==> src/rtl/cpu_ctrl_pkg.sv <==
// Shared encodings for the multi-cycle processor control path:
// FSM state codes, opcode values, ALU/branch select encodings and the strobe bundle.
package cpu_ctrl_pkg;

    localparam logic [3:0] S_IDLE   = 4'd0;
    localparam logic [3:0] S_F0     = 4'd1;
    localparam logic [3:0] S_F1     = 4'd2;
    localparam logic [3:0] S_DEC    = 4'd3;
    localparam logic [3:0] S_R_EX   = 4'd4;
    localparam logic [3:0] S_I_EX   = 4'd5;
    localparam logic [3:0] S_WB_ALU = 4'd6;
    localparam logic [3:0] S_M_ADDR = 4'd7;
    localparam logic [3:0] S_LD0    = 4'd8;
    localparam logic [3:0] S_LD1    = 4'd9;
    localparam logic [3:0] S_WB_MEM = 4'd10;
    localparam logic [3:0] S_ST     = 4'd11;
    localparam logic [3:0] S_BR     = 4'd12;
    localparam logic [3:0] S_J      = 4'd13;
    localparam logic [3:0] S_HALT   = 4'd14;

    localparam logic [6:0] OP_ADD  = 7'h00;
    localparam logic [6:0] OP_SUB  = 7'h01;
    localparam logic [6:0] OP_AND  = 7'h02;
    localparam logic [6:0] OP_OR   = 7'h03;
    localparam logic [6:0] OP_ADDI = 7'h10;
    localparam logic [6:0] OP_LW   = 7'h20;
    localparam logic [6:0] OP_SW   = 7'h21;
    localparam logic [6:0] OP_BEQ  = 7'h30;
    localparam logic [6:0] OP_BNE  = 7'h31;
    localparam logic [6:0] OP_BLT  = 7'h32;
    localparam logic [6:0] OP_J    = 7'h40;
    localparam logic [6:0] OP_HALT = 7'h7F;

    localparam logic [1:0] ALU_ADD = 2'b00;
    localparam logic [1:0] ALU_SUB = 2'b01;
    localparam logic [1:0] ALU_AND = 2'b10;
    localparam logic [1:0] ALU_OR  = 2'b11;

    localparam logic [1:0] SRCB_REGB = 2'b00;
    localparam logic [1:0] SRCB_ONE  = 2'b01;
    localparam logic [1:0] SRCB_IMM  = 2'b10;

    localparam logic [1:0] BT_EQ = 2'b00;
    localparam logic [1:0] BT_NE = 2'b01;
    localparam logic [1:0] BT_LT = 2'b10;

    typedef enum logic [2:0] {
        CLS_R, CLS_I, CLS_LW, CLS_SW, CLS_BR, CLS_J, CLS_HALT, CLS_ILL
    } op_class_e;

    typedef struct packed {
        logic       pc_write;
        logic       ir_write;
        logic       iord;
        logic       mem_write;
        logic       isbranch;
        logic [1:0] branch_type;
        logic       alu_src_a;
        logic [1:0] alu_src_b;
        logic [1:0] alu_op;
        logic       reg_write;
        logic       mem_to_reg;
    } ctrl_t;

endpackage

==> src/rtl/ctrl_decode.sv <==
// Combinational opcode classifier: maps the IR control field to an instruction
// class and flags every undefined encoding (including reserved branch type 11).
module ctrl_decode
    import cpu_ctrl_pkg::*;
#(
    parameter int OPW = 7
) (
    input  logic [OPW-1:0] opcode,
    output op_class_e      op_class,
    output logic           illegal
);

    // Opcode to class lookup; anything not listed is illegal.
    always_comb begin
        op_class = CLS_ILL;
        illegal  = 1'b0;
        case (opcode)
            OP_ADD, OP_SUB, OP_AND, OP_OR: op_class = CLS_R;
            OP_ADDI:                       op_class = CLS_I;
            OP_LW:                         op_class = CLS_LW;
            OP_SW:                         op_class = CLS_SW;
            OP_BEQ, OP_BNE, OP_BLT:        op_class = CLS_BR;
            OP_J:                          op_class = CLS_J;
            OP_HALT:                       op_class = CLS_HALT;
            default: begin
                op_class = CLS_ILL;
                illegal  = 1'b1;
            end
        endcase
    end

endmodule

==> src/rtl/multicycle_control.sv <==
// Main control FSM of the 16-bit multi-cycle CPU. Strobes are registered from the
// next state so they are Moore outputs of the current state and clear at once on reset.
module multicycle_control
    import cpu_ctrl_pkg::*;
#(
    parameter int OPW  = 7,
    parameter int CNTW = 16
) (
    input  logic            CLK,
    input  logic            RST_N,
    input  logic [OPW-1:0]  input_opcode,
    input  logic            input_run,
    output logic            output_PCWrite,
    output logic            output_IR_write,
    output logic            output_IorD,
    output logic            output_mem_write,
    output logic            output_isbranch,
    output logic [1:0]      output_branchType,
    output logic            output_ALUSrcA,
    output logic [1:0]      output_ALUSrcB,
    output logic [1:0]      output_ALUOp,
    output logic            output_RegWrite,
    output logic            output_MemToReg,
    output logic            output_halted,
    output logic            output_illegal,
    output logic [CNTW-1:0] output_instr_count
);

    logic [3:0]      state_q, state_d;
    logic            illegal_q, illegal_d;
    logic            halted_q, halted_d;
    logic [CNTW-1:0] count_q, count_d;
    ctrl_t           ctrl_q, ctrl_d;
    op_class_e       op_class_s;
    logic            dec_illegal_s;
    logic            retire_s;

    ctrl_decode #(.OPW(OPW)) u_decode (
        .opcode   (input_opcode),
        .op_class (op_class_s),
        .illegal  (dec_illegal_s)
    );

    // Next-state, retire and sticky-illegal logic.
    always_comb begin
        state_d   = state_q;
        illegal_d = illegal_q;
        retire_s  = 1'b0;
        case (state_q)
            S_IDLE: begin
                if (input_run) state_d = S_F0;
                else           state_d = S_IDLE;
            end
            S_F0: state_d = S_F1;
            S_F1: state_d = S_DEC;
            S_DEC: begin
                if (dec_illegal_s) begin
                    state_d   = S_HALT;
                    illegal_d = 1'b1;
                end else begin
                    case (op_class_s)
                        CLS_R:          state_d = S_R_EX;
                        CLS_I:          state_d = S_I_EX;
                        CLS_LW, CLS_SW: state_d = S_M_ADDR;
                        CLS_BR:         state_d = S_BR;
                        CLS_J:          state_d = S_J;
                        CLS_HALT: begin
                            state_d  = S_HALT;
                            retire_s = 1'b1;
                        end
                        default: begin
                            state_d   = S_HALT;
                            illegal_d = 1'b1;
                        end
                    endcase
                end
            end
            S_R_EX, S_I_EX: state_d = S_WB_ALU;
            S_M_ADDR: begin
                if (op_class_s == CLS_LW) state_d = S_LD0;
                else                      state_d = S_ST;
            end
            S_LD0: state_d = S_LD1;
            S_LD1: state_d = S_WB_MEM;
            S_WB_ALU, S_WB_MEM, S_ST, S_BR, S_J: begin
                state_d  = S_F0;
                retire_s = 1'b1;
            end
            S_HALT: begin
                if (input_run) begin
                    state_d   = S_F0;
                    illegal_d = 1'b0;
                end else begin
                    state_d   = S_HALT;
                end
            end
            default: state_d = S_IDLE;
        endcase
        if (retire_s) count_d = count_q + {{(CNTW-1){1'b0}}, 1'b1};
        else          count_d = count_q;
    end

    // Strobe decode of the state being entered; opcode is stable once IR is loaded.
    always_comb begin
        ctrl_d   = '0;
        halted_d = (state_d == S_HALT);
        case (state_d)
            S_F1: begin
                ctrl_d.ir_write  = 1'b1;
                ctrl_d.pc_write  = 1'b1;
                ctrl_d.alu_src_b = SRCB_ONE;
                ctrl_d.alu_op    = ALU_ADD;
            end
            S_R_EX: begin
                ctrl_d.alu_src_a = 1'b1;
                ctrl_d.alu_src_b = SRCB_REGB;
                ctrl_d.alu_op    = input_opcode[1:0];
            end
            S_I_EX, S_M_ADDR: begin
                ctrl_d.alu_src_a = 1'b1;
                ctrl_d.alu_src_b = SRCB_IMM;
                ctrl_d.alu_op    = ALU_ADD;
            end
            S_WB_ALU: ctrl_d.reg_write = 1'b1;
            S_LD0, S_LD1: ctrl_d.iord = 1'b1;
            S_WB_MEM: begin
                ctrl_d.reg_write  = 1'b1;
                ctrl_d.mem_to_reg = 1'b1;
            end
            S_ST: begin
                ctrl_d.iord      = 1'b1;
                ctrl_d.mem_write = 1'b1;
            end
            S_BR: begin
                ctrl_d.alu_src_a   = 1'b1;
                ctrl_d.alu_src_b   = SRCB_REGB;
                ctrl_d.alu_op      = ALU_SUB;
                ctrl_d.isbranch    = 1'b1;
                ctrl_d.branch_type = input_opcode[1:0];
            end
            S_J: begin
                ctrl_d.pc_write  = 1'b1;
                ctrl_d.alu_src_b = SRCB_IMM;
                ctrl_d.alu_op    = ALU_ADD;
            end
            default: ctrl_d = '0;
        endcase
    end

    // State, status and strobe registers.
    always_ff @(posedge CLK or negedge RST_N) begin
        if (!RST_N) begin
            state_q   <= S_IDLE;
            illegal_q <= 1'b0;
            halted_q  <= 1'b0;
            count_q   <= '0;
            ctrl_q    <= '0;
        end else begin
            state_q   <= state_d;
            illegal_q <= illegal_d;
            halted_q  <= halted_d;
            count_q   <= count_d;
            ctrl_q    <= ctrl_d;
        end
    end

    assign output_PCWrite     = ctrl_q.pc_write;
    assign output_IR_write    = ctrl_q.ir_write;
    assign output_IorD        = ctrl_q.iord;
    assign output_mem_write   = ctrl_q.mem_write;
    assign output_isbranch    = ctrl_q.isbranch;
    assign output_branchType  = ctrl_q.branch_type;
    assign output_ALUSrcA     = ctrl_q.alu_src_a;
    assign output_ALUSrcB     = ctrl_q.alu_src_b;
    assign output_ALUOp       = ctrl_q.alu_op;
    assign output_RegWrite    = ctrl_q.reg_write;
    assign output_MemToReg    = ctrl_q.mem_to_reg;
    assign output_halted      = halted_q;
    assign output_illegal     = illegal_q;
    assign output_instr_count = count_q;

endmodule

==> config.mk <==
export PLATFORM = sky130hd
export DESIGN_NAME = multicycle_control
export DESIGN_NICKNAME = d
export VERILOG_FILES = /design/src/rtl/cpu_ctrl_pkg.sv /design/src/rtl/ctrl_decode.sv /design/src/rtl/multicycle_control.sv
export SDC_FILE = /design/constraint.sdc
export NUM_CORES = 1
export LEC_CHECK = 0
export BUFFER_PORTS_ARGS = -buffer_cell sky130_fd_sc_hd__clkbuf_2
export CAP_MARGIN = 10
export CORE_MARGIN = 5
export CORE_UTILIZATION = 45
export CTS_CLUSTER_SIZE = 30
export DETAILED_ROUTE_END_ITERATION = 10
export GPL_ROUTABILITY_DRIVEN = 0
export HOLD_SLACK_MARGIN = 0.15
export PLACE_DENSITY = 0.69
export SLEW_MARGIN = 40
export SYNTH_ARGS = -nofsm -noshare
export SYNTH_HDL_FRONTEND = slang
export SYNTH_SLANG_ARGS = --single-unit
==> constraint.sdc <==
create_clock -name CLK -period 4.96 [get_ports CLK]
set_clock_uncertainty 0.1 [all_clocks]
set_input_delay 0 -clock CLK [delete_from_list [all_inputs] [get_ports CLK]]
set_output_delay 0 -clock CLK [all_outputs]
set_load 0.02 [all_outputs]
---- After elaboration in Yosys (flattened, before gate mapping) ----
Index checks and enable logic that the tools add are counted.
operators by class
  add/sub/neg operators ................... 1
  multiply operators ...................... 0
  divide/modulo/power cells ............... 0
  order comparisons ....................... 0
  eq/ne operators ......................... 45
  shifts and indexed selects .............. 0
  mux-type cells .......................... 23
  bitwise logic cells ..................... 0
  reduce and logical (&&, ||, !) cells .... 17
operator list
  operator                 number
  $eq A4 B4 Y1 const B     14
  $pmux W4 S10             1
  $eq A7 B6 Y1 const B     5
  $eq A4 B3 Y1 const B     8
  $pmux W3 S7              1
  $pmux W4 S5              1
  $add A16 B1 Y16 const B  1
  $pmux W4 S4              1
  $eq A7 B2 Y1 const B     2
  $eq A7 B7 Y1 const B     2
  $mux W1                  13
  $eq A4 B2 Y1 const B     3
  $reduce_or A12 Y1        1
  $eq A3 B3 Y1 const B     3
  $reduce_or A3 Y1         3
  $mux W4                  2
  $reduce_or A2 Y1         4
  $reduce_or A4 Y1         2
  $eq A7 B1 Y1 const B     1
  $eq A7 B5 Y1 const B     1
  $logic_not A7 Y1         1
  $reduce_or A7 Y1         1
  $eq A3 B2 Y1 const B     2
  $reduce_or A5 Y1         1
  other kinds (11)         12
storage, ports and cells
  register bits after elaboration ......... 36
  bits in latches ......................... 0
  memory bits (writable) .................. 0
  memory bits (read-only) ................. 0
  input bits .............................. 10
  memories kept ........................... 0

---- Depth between registers and ports, before layout ----
  word-level depth ........................ 11
  gate-level depth with buffers ........... 8
  gate-level depth less buffers ........... 6

---- By module ----
A second synthesis with hierarchy kept.
second synthesis, totals
  cells, all modules ...................... 182
  area total of the unflattened synthesis .. 1905.6 um2
by module, submodules not included
  module              times used  cells an instance  area an instance (um2)  sequential area each (um2)
  multicycle_control  1           154                1739.2                  900.9
  ctrl_decode         1           28                 166.4                   0.0

---- Worst setup path before layout ----
Ideal clock, no wire load.
  path kind ............................... reg-to-reg
  from .................................... reg state_q[3]
  to ...................................... reg count_q[9], in the netlist output_instr_count[9]
  library setup time ...................... 0.129 ns
  arrival ................................. 1.677 ns
  data required time ...................... 4.731 ns
  path slack .............................. 3.054 ns
  stages on the path, launching flop included .. 9
  buffers on the path ..................... 2
  period minus slack after synthesis ...... 1.906 ns
  cells stage by stage .................... dfrtp_1 -> buf_6 -> nand2b_1 -> o211a_1 -> o2bb2ai_2 -> and4_1 -> buf_4 -> nand4_1 -> xnor2_1
on the way
  cells in the longest elaborated chain, start to end .. 3
  elaborated cells on any way between the ends .. 8
  classes of those cells .................. eq/ne: 6; mux: 1; reduce/logical: 1
RTL lines
  what                                                 line                       RTL
  start, declared                                      multicycle_control.sv:29   logic [3:0] state_q, state_d;
  start signal, assigned                               multicycle_control.sv:159  state_q <= state_d;
  $eq A4 B3 Y1 / $eq A4 B4 Y1 (equally long branches)  multicycle_control.sv:49   case (state_q)
  $reduce_or A5 Y1                                     multicycle_control.sv:49
  $pmux W1 S2 *                                        multicycle_control.sv:49
  end signal, assigned                                 multicycle_control.sv:162  count_q <= count_d;
  end, declared                                        multicycle_control.sv:32   logic [CNTW-1:0] count_q, count_d;
Mark *: on every way between the ends. The rest lies on a longest branch, timed or not.
A chain may end at the register's enable or synchronous reset.

==> summary by stage <==
Timing
The worst path meets setup with 2.74 ns of slack. Based on the critical path, the design can be clocked at up to 0.450 GHz. At the pin with the least slew margin, the transition time is 0.633 ns. The count of final max-slew check failures was 0. Setup repair after global routing left no endpoint under its margin. The number of endpoints with negative hold slack in the final report is 0. Of the available clock period, the critical path in the final layout requires 0.448. The setup TNS after final layout is 0 ns. Final hold analysis gives a worst-case slack of 0.147 ns. The post-route minimum period is 2.22 ns. The relative slew slack is 0.578.

The number of setup violations in the final report is 0.

Logic synthesis
The number of synthesized flops with an enable pin is 0. Synthesis handed over a netlist of 163 instances. Among all flip-flop cells after synthesis, the most frequent one is sky130_fd_sc_hd__dfrtp_1. The synthesized netlist occupies a cell area of 1770 um^2. The proportion of register bits with asynchronous set or reset after synthesis is 1.00. The share of the Yosys chip area taken by registers is 0.508. Counting every net in the synthesized netlist gives 174. The count of warnings emitted by yosys is 0. The most used standard cell by instance count after synthesis is sky130_fd_sc_hd__dfrtp_1. The synthesized netlist contains 45 unique library cells. The synthesized design spends more area on one cell type than any other, namely sky130_fd_sc_hd__dfrtp_1. The commonest cells after synthesis are 36 x sky130_fd_sc_hd__dfrtp_1, 14 x sky130_fd_sc_hd__xnor2_1, 10 x sky130_fd_sc_hd__nand2_1.

The share of synthesized area in the top cell type comes to 0.508. In the post-synthesis netlist, the biggest area contributors are sky130_fd_sc_hd__dfrtp_1 51%, sky130_fd_sc_hd__xnor2_1 6.9%, sky130_fd_sc_hd__nand2_1 2.1%. The average cell area after synthesis is 10.9 um^2. The total of flip-flops plus latches after synthesis is 36.

Detailed routing
The via-per-instance ratio is 5.37. For this run, design rule violations remaining after detail routing come to 0. The iteration-0 DRC count of the detailed router is 80. The final layout contains routed wiring with a total length of 3750 um. The count of nets left with antenna violations once routing finished came out at 0.

In the final routed layout, each cell accounts on average for 14.4 um. The iteration count of the initial detailed-routing pass is 4. The total number of vias is 1396.

Layout
The filler cells instantiated in the layout total 345. In the final layout, the multi-input gates occupy 788 um^2. The number of standard cells in the layout, taps in and fillers out is 260. The final standard cell area without fillers is 2170 um^2. From synthesis to final layout, the design area changed by 22.6%. In the final layout, the share of cells above drive strength 1 is 0.274. The number of diodes is 0. The area taken by flip-flops and latches is 901 um^2. For this run, the post-layout net count is 222.

Place
The area after detailed placement is 1980 um^2. The HPWL after detailed placement is 2750 um. The number of I/O port buffers is 41.

Timing analysis after detailed placement gives a worst setup slack of 2.76 ns. In this run, placement finished with an instance count of 243.

Clock network
The clock latency of the later-clocked register in the worst-skew pair is 0.28 ns. The maximum buffer depth of the clock tree is 2. The clock tree from TritonCTS is built. The clock buffer count from CTS is 5.

The cell sitting at the root of the clock tree is a sky130_fd_sc_hd__clkbuf_8. The number of H-tree branching levels is 2. Counting every sink on the clock net gives 36. After clock tree synthesis, the clock-pin slew on the worst setup and hold paths is 0.07 ns. The buffers inserted during post-CTS setup optimization is 0.

Pwr
The cell leakage power is 1.04 nW. The power density over cell area is 540 nW/um^2. The highest ir drop seen on vdd is 250 uV.

Critical path
The number of buffer and inverter stages on the critical path is 0. The worst-path maximum fanout is 23. The signal on the critical path passes through nand4b_1 -> a31oi_1 -> or3_1 -> nor3b_4 -> o21a_1. Data on the critical path is required at its endpoint by 5.03 ns.

The critical setup path kind is register to register. The family with the most delay on the worst path is flip-flops. The data arrival at the endpoint of the critical path is 2.29 ns. The kind of capture point of the worst setup path is a register. In this design, the stage delay of the slowest critical-path cell is 0.75 ns.

The kind of start point of the critical path is a register. The slowest stage of the critical path belongs to the cell sky130_fd_sc_hd__dfrtp_1.

Die
After floorplanning, the core was sized to cover 3740 um^2. For this configuration, the core starts out at a cell density of 0.474. Measured along the x axis, the die boundary spans 72.8 um. Row generation in the floorplan step produced 22 rows. The number of primary I/O pins is 42. The die covers 5300 um^2. The die is 72.8 um tall.

GRT
The global router's overall resource usage is 0.154. The via count of the first global-routing pass is 1299. The wire length of the first global-routing pass is 6330 um.

The total congestion overflow after global routing is 0. The initial antenna violation count came to 0. Entering global routing, the biggest net connects 37 pins.

Flow run
Across the run, the number of max-cap violations was 0.

Run status
The flow ran to the end, and the final reports show no timing, DRC or antenna violations.

Min path
The worst hold-check path type is input port to async pin.
layout by cell type, fill, tap and decap left out, types with 2 or more instances in the layout:
cell type                       netlist  layout
sky130_fd_sc_hd__inv_1                5       5
sky130_fd_sc_hd__nor3b_1              2       2
sky130_fd_sc_hd__nand4b_1             2       2
sky130_fd_sc_hd__dlygate4sd3_1        0       9
sky130_fd_sc_hd__nand3_1              5       5
sky130_fd_sc_hd__nand2b_1             5       5
sky130_fd_sc_hd__nor2b_1              2       2
sky130_fd_sc_hd__nand2_1             10      10
sky130_fd_sc_hd__xor2_1               2       2
sky130_fd_sc_hd__o21ai_0              4       4
sky130_fd_sc_hd__a21oi_1              7       7
sky130_fd_sc_hd__xnor2_1             14      14
sky130_fd_sc_hd__nor2_1               9       9
sky130_fd_sc_hd__nor3b_2              3       3
sky130_fd_sc_hd__clkbuf_2             0      40
sky130_fd_sc_hd__a31oi_1              2       2
sky130_fd_sc_hd__nand4_1              3       3
sky130_fd_sc_hd__nor3_1               6       6
sky130_fd_sc_hd__o21ai_1              2       2
sky130_fd_sc_hd__or3_1                3       3
sky130_fd_sc_hd__and3_1               5       5
sky130_fd_sc_hd__o211a_1              2       2
sky130_fd_sc_hd__o21a_1               2       2
sky130_fd_sc_hd__and4_1               4       4
sky130_fd_sc_hd__dfrtp_1             36      36
sky130_fd_sc_hd__nor4_1               2       2
sky130_fd_sc_hd__clkbuf_8             0       5
area by class of cell:
| class | instances | share of cell area |
|---|---|---|
| flip-flops and latches | 36 | 0.415 |
| multi-input cells | 113 | 0.363 |
| repair buffers | 50 | 0.137 |
| clock buffers | 6 | 0.0334 |
| well taps | 48 | 0.0276 |
| clock inverters | 2 | 0.0161 |
| inverters | 5 | 0.00864 |
report_power, final:
group	leakage (nW)	switching (mW)	total [mW]	internal, mW
Combinational	0.512	0.282	0.469	0.187
Sequential	0.477	0.0916	0.459	0.368
Clock	0.0552	0.0971	0.246	0.149
Total	1.04	0.471	1.17	0.704
cell families after synthesis:
group | synth area share
compound gates | 0.105
xor+xnor | 0.0790
fa+ha+maj | 0.00706
buf+inv | 0.0473
flops | 0.508
mux | 0.0120
simple gates | 0.241
path summary, 6_finish.rpt:
kind | end | cells after the start | slack, ns | from
worst max register to register | output_ALUSrcA | 5 | 2.74 | state_q[1]
max in group asynchronous | output_instr_count[1] | 2 | 4.28 | RST_N
worst min-delay path | output_illegal | 2 | 0.15 | RST_N
min in group CLK | output_illegal | 6 | 0.22 | input_opcode[6]
worst max-delay path | output_ALUSrcA | 5 | 2.74 | state_q[1]
worst min register to register | output_instr_count[15] | 1 | 0.39 | output_instr_count[15]
state kept, by name (all words and copies together), names as in the netlist:
signal	count
output_branchType	2
output_ALUSrcA	1
output_IorD	1
output_IR_write	1
state_q	4
output_instr_count	16
output_mem_write	1
output_ALUSrcB	2
output_MemToReg	1
output_ALUOp	2
output_illegal	1
output_halted	1
output_PCWrite	1
output_isbranch	1
output_RegWrite	1
stage by stage:
stage	power, mW	util
floorplan	0.821	-
global placement	0.906	0.527
detailed placement	0.929	0.528
CTS	1.19	0.581
global route	1.26	0.581
finish	1.17	0.581
timing repair:
item,in CTS,in global routing
endpoints found under the hold margin,43,0
hold buffers,9,0
gates resized for setup,0,0
worst reg2reg max path: cells and delay by family (launching register included):
family | cells | cell delay [ns]
simple gates | 3 | 0.76
flops | 1 | 0.75
compound gates | 2 | 0.51
layer usage:
metal	GRT usage	routed length (um)	vias to the layer above
met1	0.213	1690	675
li1	-	-	672
met5	0	0	-
met4	0.0717	61	0
met2	0.230	1750	43
met3	0.0331	248	6
Note: power is estimated with default switching activity, not from simulation.
